`src/rtl/pipe_hazard_ctrl.sv`:
```
// Pipeline hazard controller: load-use stalls, branch flushes and data-memory wait
// freezing for a 4-stage pipe, with stall statistics and a sticky memory-timeout flag.
module pipe_hazard_ctrl #(
    parameter int unsigned TIMEOUT = 255
) (
    input  logic        clk,
    input  logic        reset,
    input  logic [3:0]  ra1D,
    input  logic [3:0]  ra2D,
    input  logic [3:0]  wa3E,
    input  logic        regWriteE,
    input  logic        memToRegE,
    input  logic        branchTakenE,
    input  logic        memReqM,
    input  logic        memReadyM,
    output logic        enF,
    output logic        enFD,
    output logic        enDE,
    output logic        enEM,
    output logic        flushFD,
    output logic        flushDE,
    output logic [1:0]  state,
    output logic [15:0] stallCount,
    output logic        memTimeout
);

    localparam int unsigned WAIT_W = (TIMEOUT < 2) ? 1 : $clog2(TIMEOUT + 1);

    typedef enum logic [1:0] {
        RUN     = 2'd0,
        LDSTALL = 2'd1,
        MEMWAIT = 2'd2
    } state_t;

    state_t              r_state;
    state_t              w_state_nxt;
    logic [WAIT_W-1:0]   r_wait;
    logic [WAIT_W-1:0]   w_wait_nxt;
    logic [15:0]         r_stall_cnt;
    logic                r_timeout;

    logic w_load_use;
    logic w_mem_wait;
    logic w_en_f, w_en_fd, w_en_de, w_en_em;
    logic w_flush_fd, w_flush_de;

    // R15 is the PC, never a real load destination, so it cannot create a load-use hazard
    assign w_load_use = memToRegE & regWriteE & (wa3E != 4'd15) &
                        ((wa3E == ra1D) | (wa3E == ra2D));
    assign w_mem_wait = memReqM & ~memReadyM;

    // Next state, wait counter and raw enable/flush decode
    always_comb begin
        w_state_nxt = r_state;
        w_wait_nxt  = r_wait;
        w_en_f      = 1'b1;
        w_en_fd     = 1'b1;
        w_en_de     = 1'b1;
        w_en_em     = 1'b1;
        w_flush_fd  = 1'b0;
        w_flush_de  = 1'b0;

        case (r_state)
            RUN: begin
                if (w_mem_wait) begin
                    {w_en_f, w_en_fd, w_en_de, w_en_em} = 4'b0000;
                    w_state_nxt = MEMWAIT;
                    w_wait_nxt  = WAIT_W'(1);
                end else if (branchTakenE) begin
                    w_flush_fd = 1'b1;
                    w_flush_de = 1'b1;
                end else if (w_load_use) begin
                    w_en_f      = 1'b0;
                    w_en_fd     = 1'b0;
                    w_flush_de  = 1'b1;
                    w_state_nxt = LDSTALL;
                end
            end
            LDSTALL: begin
                if (w_mem_wait) begin
                    {w_en_f, w_en_fd, w_en_de, w_en_em} = 4'b0000;
                    w_state_nxt = MEMWAIT;
                    w_wait_nxt  = WAIT_W'(1);
                end else begin
                    w_state_nxt = RUN;
                end
            end
            MEMWAIT: begin
                if (!memReadyM) begin
                    {w_en_f, w_en_fd, w_en_de, w_en_em} = 4'b0000;
                    if (r_wait < WAIT_W'(TIMEOUT))
                        w_wait_nxt = r_wait + WAIT_W'(1);
                end else begin
                    w_state_nxt = RUN;
                    w_wait_nxt  = '0;
                end
            end
            default: begin
                w_state_nxt = RUN;
                w_wait_nxt  = '0;
            end
        endcase
    end

    // Reset forces a clean, non-stalling pipe regardless of the hazard inputs
    assign enF     = reset | w_en_f;
    assign enFD    = reset | w_en_fd;
    assign enDE    = reset | w_en_de;
    assign enEM    = reset | w_en_em;
    assign flushFD = ~reset & w_flush_fd;
    assign flushDE = ~reset & w_flush_de;

    always_ff @(posedge clk or posedge reset) begin
        if (reset) begin
            r_state     <= RUN;
            r_wait      <= '0;
            r_stall_cnt <= '0;
            r_timeout   <= 1'b0;
        end else begin
            r_state <= w_state_nxt;
            r_wait  <= w_wait_nxt;
            if (!w_en_f && (r_stall_cnt != 16'hFFFF))
                r_stall_cnt <= r_stall_cnt + 16'd1;
            if (w_wait_nxt == WAIT_W'(TIMEOUT))
                r_timeout <= 1'b1;
        end
    end

    assign state      = r_state;
    assign stallCount = r_stall_cnt;
    assign memTimeout = r_timeout;

endmodule

```
`config.mk`:
```
export PLATFORM = sky130hd
export DESIGN_NAME = pipe_hazard_ctrl
export DESIGN_NICKNAME = d
export VERILOG_FILES = /design/src/rtl/pipe_hazard_ctrl.sv
export SDC_FILE = /design/constraint.sdc
export NUM_CORES = 1
export LEC_CHECK = 0
export ABC_AREA = 1
export CAP_MARGIN = 0
export CORE_AREA = 10 10 69 128
export DETAILED_ROUTE_END_ITERATION = 12
export DIE_AREA = 0 0 79 138
export HOLD_SLACK_MARGIN = 0.08
export MAX_ROUTING_LAYER = met4
export PLACE_DENSITY_LB_ADDON = 0.05
export SYNTH_ARGS = -nofsm -noshare
export SYNTH_HDL_FRONTEND = slang
export SYNTH_SLANG_ARGS = --single-unit
```
`constraint.sdc`:
```
create_clock -name clk -period 1.6 [get_ports clk]
set_input_delay 0.24 -clock clk [delete_from_list [all_inputs] [get_ports clk]]
set_output_delay 0.24 -clock clk [all_outputs]
set_load 0.01 [all_outputs]
```
; After elaboration in Yosys (flattened, before gate mapping)
; Index checks and enable logic that the tools add are counted.
[word_totals]
inputBits = 19
wordCells = 57
ff_bits = 27
out_inout_bits = 25
[op_classes]
n_lt_le_gt_ge = 1
n_mux = 24
add_sub_neg = 2
eq_ne = 10
n_reduce_logical = 5
bitwise_logic = 11
[ops]
columns = cell, n
row1 = 8-bit 2-to-1 mux, 3
row2 = "16-bit by 1-bit adder with 16-bit output, second input constant", 1
row3 = "16-bit != test, second input constant", 1
row4 = 8-bit case mux with 2 select lines, 1
row5 = 1-bit 2-to-1 mux, 12
row6 = 2-bit 2-to-1 mux, 5
row7 = "8-bit by 1-bit adder with 8-bit output, second input constant", 1
row8 = 4-bit equality test, 2
row9 = "8-bit equality test, second input constant", 1
row10 = "8-bit less-than comparator, second input constant", 1
row11 = 1-bit bitwise AND, 6
row12 = "3-bit != test, second input constant", 2
row13 = 2-bit case mux with 3 select lines, 1
row14 = "4-bit != test, second input constant", 1
row15 = 1-bit OR, 3
row16 = 1-bit case mux with 3 select lines, 1
row17 = 3-bit AND reduction, 1
row18 = "2-bit by 1-bit equality test with 1-bit output, second input constant", 1
row19 = "2-bit equality test, second input constant", 1
row20 = 2-bit logical NOT, 1
row21 = "2-bit != test, second input constant", 1
row22 = 1-bit NOT, 2
row23 = 1-bit case mux with 2 select lines, 1
row24 = 2-bit OR reduction, 1
row25 = 2 further kinds, 2

; Logic depth before layout (Yosys ltp)
[logic_depth]
depth_word = 9
ltp_mapped = 12
depth_no_buf = 12

; Worst setup path before layout
; No wires, ideal clock.
[synth_timing]
kind = flip-flop to output port
from = reg r_state[1], in the netlist state[1]
to = out enFD
arrival_time_ns = 1.534
path_stages_with_launch = 7
n_path_buf = 2
path_slack_ns = -0.174
t_required_ns = 1.360
cell_sequence = dfrtp_1 > nand2_1 > inv_1 > o21ai_2 > clkbuf_1 > nand3_1 > buf_4
[synth_via]
elab_chain_cells = 3
elab_cells_between_ends = 5
cone_classes = eq/ne: 2 / mux: 1 / bitwise: 1 / reduce/logical: 1
[synth_lines]
columns = element, line_no
row1 = start: declaration, 35  ; state_t r_state;
row2 = start signal: assignment, 120  ; r_state <= w_state_nxt;
row3 = "2-bit equality test, or another cell as far along", n/a
row4 = 1-bit case mux with 3 select lines (*), n/a
row5 = 1-bit OR (*), n/a
row6 = end: declaration, 17  ; output logic enFD,
; Every way passes the cells marked *; elsewhere a longest branch is shown, timed or not.

; Final worst setup path
[layout_timing]
from = reg r_state[0], in the netlist state[0]
to = out state[0]
[layout_rtl]
columns = element, line_no
row1 = end: declaration, 22  ; output logic [1:0] state,
; No word-level cell between the ends.

==> flow_metrics.tcl <==
set metrics [dict create \
    stdcell_count 487 \
    first_pass_iters 4 \
    p_per_area_mw_per_mm2 758.0 \
    dpl_worst_slack_ns -0.6323 \
    io_pins 44 \
    n_fill_cell 778 \
    syn_avg_cell_area_um2 6.598 \
    drive_above_1_share_pct 27.96 \
    vias_per_cell 4.538 \
    drt-total-wl_um 6466 \
    initial_utilization_pct 28.74 \
    syn-num-nets 321 \
    syn2layout_area_growth_pct 57.59 \
    antenna_found_initial 0 \
    critPathTopFamily "buffers and inverters" \
    end_kind "primary output" \
    cts_buffer_depth 2 \
    drv_slew 0 \
    relSlewSlack_pct 76.07 \
    fp.dieW_um 79 \
    layout_common_cells "115 x nand2_1, 52 x buf_4, 32 x inv_1, 27 x nand4_1, 25 x dfrtp_1" \
    layout_setup_ws_ns 0.03164 \
    ys_warn_count 0 \
    critPathMaxFanout 3 \
    track_usage_pct 12.31 \
    rsz0062_at_grt "yes" \
    die_height_um 138 \
    arrival_ns 1.33 \
    seq_area_frac_synth_pct 34.13 \
    place_congestion 0.8153 \
    port_buffers 43 \
    cts_tree "done" \
    cts-buffers-inserted 3 \
    ant_nets 0 \
    std_cell_rows 43 \
    drt_iter0_drc 62 \
    wl_per_cell_um 13.28 \
    crit_type "flip-flop to primary output" \
    crit_required_ns 1.36 \
    finClkSkew_ns 0.008477 \
    min_period_over_period_pct 98.02 \
    final_common_cell "nand2_1" \
    cp-start-kind "flip-flop" \
    drc 0 \
    cts_htree_levels 1 \
    place_inst 470 \
    min-delay-path-class "flip-flop to flip-flop" \
    design.die.area_mm2 0.01090 \
    coreArea_mm2 0.006887 \
    critPathBufInv 2 \
    slowest_delay_ns 0.53 \
    leakage_nw 1.636 \
    clk_latency_ns 0.27 \
    synth_cell_types 27 \
    dpl.hpwl_um 5082 \
    yosys_register_bits 27 \
    irDropWorstVdd_mv 0.3367 \
    vias 2210 \
    fin_nets 419 \
    grt_max_degree 28 \
    max_freq_mhz 637.6 \
    grt_pass1_wl_um 10590 \
    clkSlewWorstSetupHoldPaths_ns 0.07 \
    diodes 0 \
    cap_viol_max_count 0 \
    path_cells "buf_4 -> clkdlybuf4s50_1" \
    worst-slew-pin-transition_ns 0.3589 \
    grt_overflow 0 \
    hold_viol 0 \
    grt_pass1_vias 2235 \
    final-setup-viol-count 0 \
    syn_area_mm2 0.001979 \
    cts_sinks 27 \
    cts_hold_buf 0 \
    critical-path-slowest-cell "clkdlybuf4s50_1" \
    fin_crit_ns 1.568 \
    cts_root_buf "clkbuf_16" \
    synth_cells 300 \
    status "complete, no violations" \
]
## state kept, by name, indices dropped and copies added, names as in the netlist
signal / count
stallCount: 16
r_wait: 8
state: 2
memTimeout: 1
## timing repair
| action | in CTS | in global routing |
|---|---|---|
| setup buffers | 5 | 7 |
| gates resized for setup | 52 | 41 |
| pin swaps | 8 | 21 |
| cloned | 1 | 0 |
| setup endpoints to repair | 28 | 26 |
## area by class of cell
type | instances | area [um2] | area share (%)
Timing Repair Buffer | 100 | 849.6 | 27.24
Clock buffer | 3 | 75.07 | 2.407
Tap cell | 90 | 112.6 | 3.610
Multi-Input combinational cell | 226 | 1232 | 39.51
Clock inverter | 1 | 7.507 | 0.2407
Sequential cell | 27 | 678.2 | 21.74
Inverter | 40 | 163.9 | 5.255
## path summary, 6_finish.rpt
check,slack [ns],cells after the start,from,endpoint
hold / removal,0.47,2,memTimeout,memTimeout
max in group asynchronous,0.82,3,reset,state[0]
min in group asynchronous,0.50,3,reset,stallCount[10]
hold reg to reg,0.47,2,memTimeout,memTimeout
setup / recovery,0.03,2,state[0],state[0]
setup reg to reg,0.09,7,stallCount[0],stallCount[14]
## cells in the mapped netlist
cell,count,area [um2]
inv_2,4,15.01
xnor2_1,3,26.28
nand3_4,2,35.03
a21oi_1,2,10.01
inv_1,36,135.1
o21ai_0,6,30.03
buf_6,1,11.26
buf_2,3,15.01
ha_1,2,25.02
and3_1,1,6.260
o21ai_1,1,5.000
xor2_1,6,52.55
nor3_1,2,10.01
nand2_1,123,461.7
nor3b_1,1,7.510
nor3_2,2,20.02
nor3_4,1,16.27
nor2_4,1,11.26
nand4_1,27,168.9
nand3_2,2,20.02
dfrtp_1,27,675.7
nand3_1,17,85.08
o21ai_2,1,8.760
clkbuf_1,1,3.750
nand2_4,1,11.26
nor2_1,24,90.09
buf_4,3,22.52
## routing by layer
metal	wire length, um	GRT usage, %	vias to the layer above	part of all wire, %
met3	115	1.364	12	1.8
met4	194	5.793	0	3.0
li1	-	-	1154	-
met5	0	-	-	0
met2	3810	24.06	29	59
met1	2345	10.97	1015	36
## stage by stage
step / TNS (ns) / hold WS [ns] / instance area [um2] / total power [W] / util (%)
floorplan: -0.007056 / 0.3183 / 2014 / 0.001233 / -
global placement: -12.20 / 0.4541 / 2826 / 0.001678 / 41.04
detailed placement: -12.10 / 0.4601 / 2826 / 0.001688 / 41.04
CTS: 0 / 0.4794 / 2964 / 0.002351 / 43.04
global route: -0.1824 / 0.5013 / 3119 / 0.002510 / 45.29
finish: 0 / 0.4738 / 3119 / 0.002365 / 45.29
## where the power goes
part | internal, W | switching (W)
Sequential | 0.000759 | 0.0000448
Clock | 0.000341 | 0.000261
Combinational | 0.000478 | 0.000480
Total | 0.00158 | 0.000786
## cells by family (layout without fill, tap and decap cells)
family          Yosys count  count (layout)  share of synthesized area [%]
simple gates            204             205                          47.66
flops                    27              27                          34.13
fa+ha+maj                 2               2                          1.264
buf+inv                  48             144                          10.24
xor+xnor                  9               9                          3.983
compound gates           10              10                          2.718
## worst register-to-register path, delay by kind of cell, from the launching register on
family / cells / cell delay, ns
simple gates: 5 / 0.64
flops: 1 / 0.37
buf+inv: 1 / 0.21
fa+ha+maj: 1 / 0.21
Power figures use the tool's default switching activity.
